<file path="config.mk">
export PLATFORM = sky130hd
export DESIGN_NAME = alu_issue_queue
export DESIGN_NICKNAME = d
export VERILOG_FILES = /design/src/rtl/alu_issue_queue.sv
export SDC_FILE = /design/constraint.sdc
export NUM_CORES = 1
export LEC_CHECK = 0
export CAP_MARGIN = 20
export CORE_ASPECT_RATIO = 0.9
export CORE_MARGIN = 2
export CORE_UTILIZATION = 55
export CTS_CLUSTER_DIAMETER = 60
export DETAILED_ROUTE_END_ITERATION = 7
export PLACE_DENSITY = 0.79
export SLEW_MARGIN = 20
export SYNTH_ARGS = -nofsm -noshare
export SYNTH_HDL_FRONTEND = slang
export SYNTH_SLANG_ARGS = --single-unit
</file>
<file path="constraint.sdc">
create_clock -name clk -period 9.5 [get_ports clk]
set_input_delay 2.85 -clock clk [delete_from_list [all_inputs] [get_ports clk]]
set_output_delay 2.85 -clock clk [all_outputs]
set_load 0.005 [all_outputs]
</file>
<file path="src/rtl/alu_issue_queue.sv">
// Operand issue queue in front of the ALU: circular FIFO of {op, a, b} plus an in-flight credit counter.
// Optional same-cycle bypass when empty: define ALU_ISSUE_BYPASS_EN.
module alu_issue_queue #(
  parameter int unsigned WIDTH        = 32,
  parameter int unsigned DEPTH        = 4,
  parameter int unsigned MAX_INFLIGHT = 4
) (
  input  logic                              clk,
  input  logic                              reset,
  input  logic [WIDTH-1:0]                  a_in,
  input  logic [WIDTH-1:0]                  b_in,
  input  logic                              op_in,
  input  logic                              valid_in,
  output logic                              ready_out,
  output logic [WIDTH-1:0]                  a_out,
  output logic [WIDTH-1:0]                  b_out,
  output logic                              op_out,
  output logic                              valid_out,
  input  logic                              ready_in,
  input  logic                              ret_valid,
  output logic [$clog2(DEPTH+1)-1:0]        count_out,
  output logic [$clog2(MAX_INFLIGHT+1)-1:0] inflight_out
);

  localparam int unsigned PW = $clog2(DEPTH);
  localparam int unsigned CW = $clog2(DEPTH + 1);
  localparam int unsigned IW = $clog2(MAX_INFLIGHT + 1);
  localparam int unsigned EW = 2 * WIDTH + 1;

  logic [EW-1:0] r_mem [DEPTH];
  logic [PW-1:0] r_wr_ptr;
  logic [PW-1:0] r_rd_ptr;
  logic [CW-1:0] r_count;
  logic [IW-1:0] r_inflight;

  logic          w_empty;
  logic          w_credit;
  logic          w_bypass;
  logic          w_enq;
  logic          w_deq;
  logic          w_push;
  logic          w_pop;
  logic          w_ret;
  logic [EW-1:0] w_head;

  assign w_empty  = (r_count == '0);
  assign w_credit = (r_inflight < IW'(MAX_INFLIGHT));
  assign w_head   = r_mem[r_rd_ptr];

`ifdef ALU_ISSUE_BYPASS_EN
  assign w_bypass = !reset && w_empty && valid_in && w_credit;
`else
  assign w_bypass = 1'b0;
`endif

  assign ready_out = !reset && (r_count < CW'(DEPTH));
  assign valid_out = (!reset && !w_empty && w_credit) || w_bypass;

  always_comb begin
    if (w_bypass) begin
      op_out = op_in;
      a_out  = a_in;
      b_out  = b_in;
    end else begin
      {op_out, a_out, b_out} = w_head;
    end
  end

  assign w_enq = valid_in && ready_out;
  assign w_deq = valid_out && ready_in;
  // A bypassed triple that the ALU takes immediately never touches storage.
  assign w_push = w_enq && !(w_bypass && ready_in);
  assign w_pop  = w_deq && !w_empty;
  assign w_ret  = ret_valid && (r_inflight != '0);

  always_ff @(posedge clk) begin
    if (reset) begin
      r_wr_ptr   <= '0;
      r_rd_ptr   <= '0;
      r_count    <= '0;
      r_inflight <= '0;
      for (int unsigned i = 0; i < DEPTH; i++) r_mem[i] <= '0;
    end else begin
      if (w_push) begin
        r_mem[r_wr_ptr] <= {op_in, a_in, b_in};
        r_wr_ptr        <= r_wr_ptr + 1'b1;
      end
      if (w_pop) r_rd_ptr <= r_rd_ptr + 1'b1;
      r_count    <= r_count + CW'(w_push) - CW'(w_pop);
      r_inflight <= r_inflight + IW'(w_deq) - IW'(w_ret);
    end
  end

  assign count_out    = r_count;
  assign inflight_out = r_inflight;

endmodule

</file>
=== Word-level counts from Yosys, hierarchy flattened ===
Memories as Yosys holds them, arrays and structs flattened. A register that Yosys moved wholly into a read port is not among the register bits.
Cells that the tools add are included.

* Add/subtract/negate cells: 6
* $lt $le $gt $ge: 2
* Multiplexer cells: 10
* Reductions and logical operators: 12

{| class="wikitable"
|+ Operator list
! kind !! count
|-
| $mux 65 || 1
|-
| $reduce_or 65->1 || 1
|-
| $logic_and 1x1->1 || 7
|-
| $add 3x1->3 || 2
|-
| $lt 3x3->1 const B || 2
|-
| $mux 1 || 6
|-
| $mux 2 || 3
|-
| $sub 3x1->3 || 2
|-
| $add 2x1->2 const B || 2
|-
| $logic_not 3->1 || 1
|-
| $reduce_bool 3->1 || 1
|-
| $logic_not 1->1 || 2
|}

* Bits in registers: 10
* Bits in writable memories: 260
* Bits of input ports: 70
* Output and inout bits: 73
* Word-level logic and storage cells: 35
* Memories: 1

{| class="wikitable"
|+ Memory list
! memory !! depth !! bits a word !! read ports !! clocked after memory_dff !! wr ports !! line !! source
|-
| r_mem || 4 || 65 || 1 || 1 || 4 || 30 || <nowiki>logic [EW-1:0] r_mem [DEPTH];</nowiki>
|}

=== Logic depth before layout (Yosys ltp) ===
Gate-level depths: netlist (run 1).

* Depth after elaboration: 8
* Mapped depth: 10
* Depth with buffers taken out: 9

=== Worst setup path before layout (run 1) ===
No wires, ideal clock.

* Path type: input to output
* From: in reset
* To: out valid_out
* Arrival: 3.370 ns
* Data required time: 6.650 ns
* Slack: 3.280 ns
* Cell stages on the path: 3
* Path buffers: 2
* Cell sequence: buf_6 -> clkbuf_1 -> nor3_1

* Word-level cells in the longest chain between the ends: 3

{| class="wikitable"
|+ Ends and longest elaborated chain
! what !! line !! source
|-
| from (decl) || 9 || <nowiki>input logic reset,</nowiki>
|-
| $logic_not 1->1 || 57 || <nowiki>assign valid_out = (!reset && !w_empty && w_credit) || w_bypass;</nowiki>
|-
| $logic_and 1x1->1 (2 in series) || 57 ||
|-
| to (decl) || 18 || <nowiki>output logic valid_out,</nowiki>
|}

Every way passes these cells.

=== Worst setup path in the final report (run 1) ===
Same ends and word-level chain as after synthesis.

==> results.cfg, run 1 <==
[status]
status = completed

[synth]
seq_area_frac_synth = 0.6827
ys_types = 33
synth_nets = 768
synthCells = 692
yosys_warnings = 0
synthesis.area_um2 = 11790
ys_seq_elements = 272
avgSynthCellArea_um2 = 17.04

[final_layout]
finalCoreUtilization = 0.6873
drive_gt1_frac = 0.1442
layout.nets = 904
fill_cells = 1419
area_growth_pct = 21.82

[setup_path]
critPathMostFrequentCell = clkdlybuf4s50_1
critical_path_class = in2out
critPathMaxFanout = 18
crit_start = reset
cp-start-kind = primary input
end_kind = output pin
r2r_start = count_out[2]$_SDFF_PP0_
reg2reg_depth = 9
crit_chain = clkdlybuf4s50_1 > nor3_1 > clkdlybuf4s50_1
crit_required_ns = 6.65
cp_slowest_cell = clkdlybuf4s50_1
max_stage_delay_ns = 0.79
critPathArrivalTime_ns = 4.53

[timing]
slew_headroom = 0.2995
report.final.setup_viol = 0
drv_slew = 0
fin_crit_ns = 7.382
hold_viol_final = 0
max_slew.worst_pin.slew_ns = 1.051
fin_setup_tns_ns = 0
clock_skew_ns = 0.005562
period_share = 0.7770
max_freq_ghz = 0.1355
holdWs_ns = 0.4714
rsz0062_at_grt = no

[grt]
antenna_found_initial = 1
grt_max_degree = 67
grt_pass1_vias = 6785
grt_overflow = 0
grt_use_total = 0.2173
grt_pass1_wl_um = 36670

[route]
vias = 6225
dr.pass1.iters = 5
first_iter_violations = 467
detail-route-antenna-nets = 0
viasPerCell = 5.494
drt_wl_total_um = 23690
drc = 0
drt-wirelength-per-cell_um = 20.91

[pwr]
power.static_leakage_nw = 5.149
power.density_nw_per_um2 = 232.1
ir_worst_vdd_v = 0.0001637
power_w = 0.003334

[clock_tree]
cts.clk_slew.worst_paths_ns = 0.06
cts_setup_buffers = 0
root_buffer = clkbuf_16
cts_resized = 0
cts_tree = done
holdBufCountCts = 0
cts_sinks = 272
clockBufferDepth = 3
clk_latency_ns = 0.53
htree_levels = 1
cts_buffers = 27

[floorplan]
die_h_um = 142.9
start_util = 0.5642
coreArea_um2 = 20900
io_pins = 143
rows = 50
die_width_um = 158.3
dieArea_um2 = 22620

[min_path]
min-delay-start = r_rd_ptr[1]$_SDFFE_PP0P_
hold_path_class = reg2reg
whs_path_depth = 2

[flow_run]
maxCapViolCount = 0

[placed_design]
hpwlAfterDp_um = 12540
io_buffers = 142
gp_congestion = 0.7583
-- registers in the layout, indices dropped and copies added (netlist names), named ones only --
name          flops
inflight_out      3
count_out         3
r_mem           260
r_rd_ptr          2
r_wr_ptr          2
-- critical path: cells and delay by family --
family / cells / cell delay, ns
buffers and inverters: 2 / 1.33
AND/OR/NAND/NOR: 1 / 0.35
-- cells in the mapped netlist (all sizes together) --
cell | n | area share
inv | 7 | 0.0022
nand2 | 1 | 0.00032
or4 | 1 | 0.00064
o31a | 1 | 0.00074
nor2b | 4 | 0.0021
o31ai | 1 | 0.00064
mux4 | 65 | 0.12
xor2 | 1 | 0.00074
buf | 21 | 0.014
a21oi | 2 | 0.00085
xnor2 | 4 | 0.0030
nor3 | 3 | 0.0017
or3 | 1 | 0.00053
a31o | 1 | 0.00074
and2 | 260 | 0.14
ha | 4 | 0.0042
edfxtp | 260 | 0.66
or2 | 4 | 0.0021
mux2i | 2 | 0.0017
nor3b | 3 | 0.0042
nor2 | 6 | 0.0019
nand3 | 1 | 0.00042
dfxtp | 12 | 0.020
clkbuf | 23 | 0.0081
nand2b | 2 | 0.0011
fa | 2 | 0.0034
-- layer usage --
metal  up-vias  share of wire  GRT usage  wire length, µm
met2       182           0.50     0.3696            11840
met4         0          0.021    0.05453              490
met5         -              0          0                0
met3        37          0.059    0.04552             1389
li1       2824              -          -                -
met1      3182           0.42     0.2899             9972
-- cells in the final DEF, fill, tap and decap left out, types with 2 or more instances in the layout --
cell	Yosys	routed
nor3b_4	2	3
dfxtp_4	0	2
nor3_1	2	2
buf_4	2	5
clkinv_1	0	8
nand2b_1	2	2
clkinv_2	0	2
and2_1	260	260
fa_1	2	2
inv_1	6	6
clkdlybuf4s50_1	0	142
ha_1	4	4
dfxtp_1	12	10
xnor2_1	4	4
mux2i_1	2	2
or2_4	0	3
mux4_2	65	65
clkbuf_16	0	27
edfxtp_1	260	260
buf_12	0	4
bufinv_16	0	5
nor2b_1	4	4
clkbuf_1	16	3
a21oi_1	2	2
nor2_1	6	6
-- layout make-up --
class / instances / area (µm²) / share of cell area
Antenna cell: 1 / 2.502 / 0.0001742
Clock buffer: 30 / 686.9 / 0.04783
Clock inverter: 17 / 207.7 / 0.01446
Inverter: 7 / 26.28 / 0.001830
Multi-Input combinational cell: 369 / 3486 / 0.2427
Sequential cell: 272 / 8055 / 0.5609
Tap cell: 286 / 357.8 / 0.02492
Timing Repair Buffer: 151 / 1539 / 0.1072
-- metrics by stage --
stage                     instances  setup slack [ns]  cell area (µm²)
final                          1133             2.118            14360
after global routing           1132             2.043            14360
after CTS                      1129             2.118            14300
after detailed placement       1082             2.156            13400
after global placement         1081             2.237            13380
after floorplan                 692             3.280            11790
-- final timing paths --
check                                                to  slack [ns]
worst min register to register                 register        0.47
worst max register to register  count_out[2]$_SDFF_PP0_        7.14
worst max-delay path                          valid_out        2.12
worst min-delay path                           register        0.47
-- logic make-up (layout without fill, tap and decap cells) --
kind of cell               after synthesis  after routing  synth area share
buffers and inverters                   51            205           0.02409
and+or+nand+nor                        286            286            0.1530
adders and majority gates                6              6          0.007642
xor gates and xnor gates                 5              5          0.003715
muxes                                   67             67            0.1259
AOI/OAI and AO/OA                        5              5          0.002972
other                                    0              1                 0
DFF                                    272            272            0.6827
-- report_power, final --
| part | internal (W) | switching [W] | total [W] |
|---|---|---|---|
| Clock | 0.000652 | 0.000430 | 0.00108 |
| Sequential | 0.00147 | 0.0000833 | 0.00155 |
| Combinational | 0.000432 | 0.000271 | 0.000703 |
(Power assumes the default switching activity.)
==> run 2, diff against run 1 <==
--- a/config.mk
+++ b/config.mk
@@ -8,10 +8,10 @@
 export CAP_MARGIN = 20
 export CORE_ASPECT_RATIO = 0.9
 export CORE_MARGIN = 2
-export CORE_UTILIZATION = 55
+export CORE_UTILIZATION = 50
 export CTS_CLUSTER_DIAMETER = 60
 export DETAILED_ROUTE_END_ITERATION = 7
-export PLACE_DENSITY = 0.79
+export PLACE_DENSITY = 0.76
 export SLEW_MARGIN = 20
 export SYNTH_ARGS = -nofsm -noshare
 export SYNTH_HDL_FRONTEND = slang
==> constraint.sdc (replaced) <==
create_clock -name clk -period 6.25 [get_ports clk]
set_input_delay 1.875 -clock clk [delete_from_list [all_inputs] [get_ports clk]]
set_output_delay 1.875 -clock clk [all_outputs]
set_load 0.005 [all_outputs]
==> run 2 against run 1 <==
  * Clock power up 49%
  * Combinational power up 52%
  * Wire length up 1.3%
  * Sequential share of layout area about the same
  * Clock skew up 0.00097 ns
  * Critical path type unchanged
  * Count of clock-buffer cells in the layout up 2
  * Setup slack worse by 1.2 ns
  * Critical endpoint unchanged
  * Die area up 9.7%
  * Critical path depth unchanged
  * Worst hold slack better by 0.0025 ns
  * Final cell count up 1.6%
  * Sequential power up 52%
==> results.cfg, run 2 (same netlist as run 1, synthesis figures left out) <==
[floorplan]
rows = 53
coreArea_um2 = 23280
die_width_um = 165.9
start_util = 0.5065
io_pins = 143
die_h_um = 149.7
dieArea_um2 = 24820

[grt]
met1_usage = 0.2541
grt_busiest_layer = met2
grt_pass1_vias = 6877
grt_max_degree = 67
antenna_found_initial = 0
grt_use_total = 0.1926
use_met2 = 0.3334
use_met3 = 0.03306
grt_pass1_wl_um = 36980
grt_overflow = 0

[final_layout]
multi_input_area_um2 = 3486
fill_cells = 1625
drive_gt1_frac = 0.1567
largest_register = r_mem
register_area_um2 = 8055
mostFrequentLayoutCells = and2_1, edfxtp_1, clkdlybuf4s50_1
diodes = 0
layout.nets = 903
stdcell_count = 1151
largest_register_ffs = 260
area_growth_pct = 21.89

[status]
status = completed

[setup_path]
end_kind = output pin
critPathBufInv = 2
max_stage_delay_ns = 0.75
critPathMostFrequentCell = clkdlybuf4s50_1
crit_required_ns = 4.38
cp-start-kind = primary input
critPathMaxFanout = 18
critical_path_class = in2out
cp_slowest_cell = clkdlybuf4s50_1
crit_chain = clkdlybuf4s50_1 > nor3_1 > clkdlybuf4s50_1
crit_family = buffers and inverters
critPathArrivalTime_ns = 3.50

[route]
drt-wirelength-per-cell_um = 20.86
detail-route-antenna-nets = 0
drc = 0
vias = 6286
first_iter_violations = 354
drt_wl_total_um = 24010
viasPerCell = 5.461
dr.pass1.iters = 4

[pwr]
switching_share = 0.2441
p_seq_frac = 0.467
power_w = 0.005040
power.static_leakage_nw = 5.144
ir_worst_vdd_v = 0.0001865
p_sw_w = 0.001230
power.density_nw_per_um2 = 350.7
p_int_w = 0.003809
pwr-share-clk = 0.320
combPwrFrac = 0.212

[timing]
max_slew.worst_pin.slew_ns = 1.090
hold_viol_final = 0
slew_headroom = 0.2735
fin_crit_ns = 5.377
report.final.setup_viol = 0
drv_slew = 0
holdWs_ns = 0.4738
period_share = 0.8603
max_freq_ghz = 0.1860
fin_setup_tns_ns = 0
rsz0062_at_grt = no
worst_slack_ns = 0.8731
clock_skew_ns = 0.006528

[placed_design]
hpwlAfterDp_um = 12710
gp_congestion = 0.7474
numPlacedInstances = 1098
dp_slack_ns = 0.8490
io_buffers = 142

[clock_tree]
root_buffer = clkbuf_16
cts_resized = 0
cts_buffers = 28
holdBufCountCts = 0
cts_sinks = 272
cts.clk_slew.worst_paths_ns = 0.06
cts_setup_buffers = 0
htree_levels = 1
clockBufferDepth = 3
clk_latency_ns = 0.54
cts_tree = done

[flow_run]
maxCapViolCount = 0

[min_path]
hold_path_class = reg2reg
run 2: worst min-delay path, cell delays in order (launching register included):
cell     delay, ns
dfxtp_1       0.31
o31ai_1       0.06
a21oi_1       0.07
run 2: cell type report:
type | instances | share of cell area
timing repair buffer | 149 | 0.1057
tap | 302 | 0.02630
clock buffer | 32 | 0.05050
multi-input combinational | 369 | 0.2426
clock inverter | 20 | 0.01245
inverter | 7 | 0.001829
sequential | 272 | 0.5606
run 2: per-stage QoR:
step | instance area, µm² | util
2_1_floorplan | 11790 | -
3_5_place_dp | 13440 | 0.5776
4_1_cts | 14350 | 0.6165
6_report | 14370 | 0.6173
3_3_place_gp | 13420 | 0.5764
5_1_grt | 14370 | 0.6173
run 2: final timing paths:
path / from / endpoint / slack (ns) / cells after the start
hold / removal: r_rd_ptr[1]$_SDFFE_PP0P_ / register / 0.47 / 2
setup / recovery: reset / valid_out / 0.87 / 3
hold reg to reg: r_rd_ptr[1]$_SDFFE_PP0P_ / register / 0.47 / 2
setup reg to reg: count_out[2]$_SDFF_PP0_ / count_out[2]$_SDFF_PP0_ / 3.89 / 9
run 2: power groups by stage:
stage	Clock, W	Combinational (W)	Sequential [W]
CTS	0.00163	0.00109	0.00236
floorplan	0	0.000610	0.00231
detailed placement	0	0.00108	0.00240
global route	0.00169	0.00115	0.00239
finish	0.00161	0.00107	0.00236
global placement	0	0.00107	0.00238
run 2: layer usage:
layer | vias to the layer above | routed length [µm]
li1 | 2818 | -
met1 | 3242 | 10240
met2 | 186 | 12110
met3 | 40 | 1142
met4 | 0 | 510
met5 | - | 0
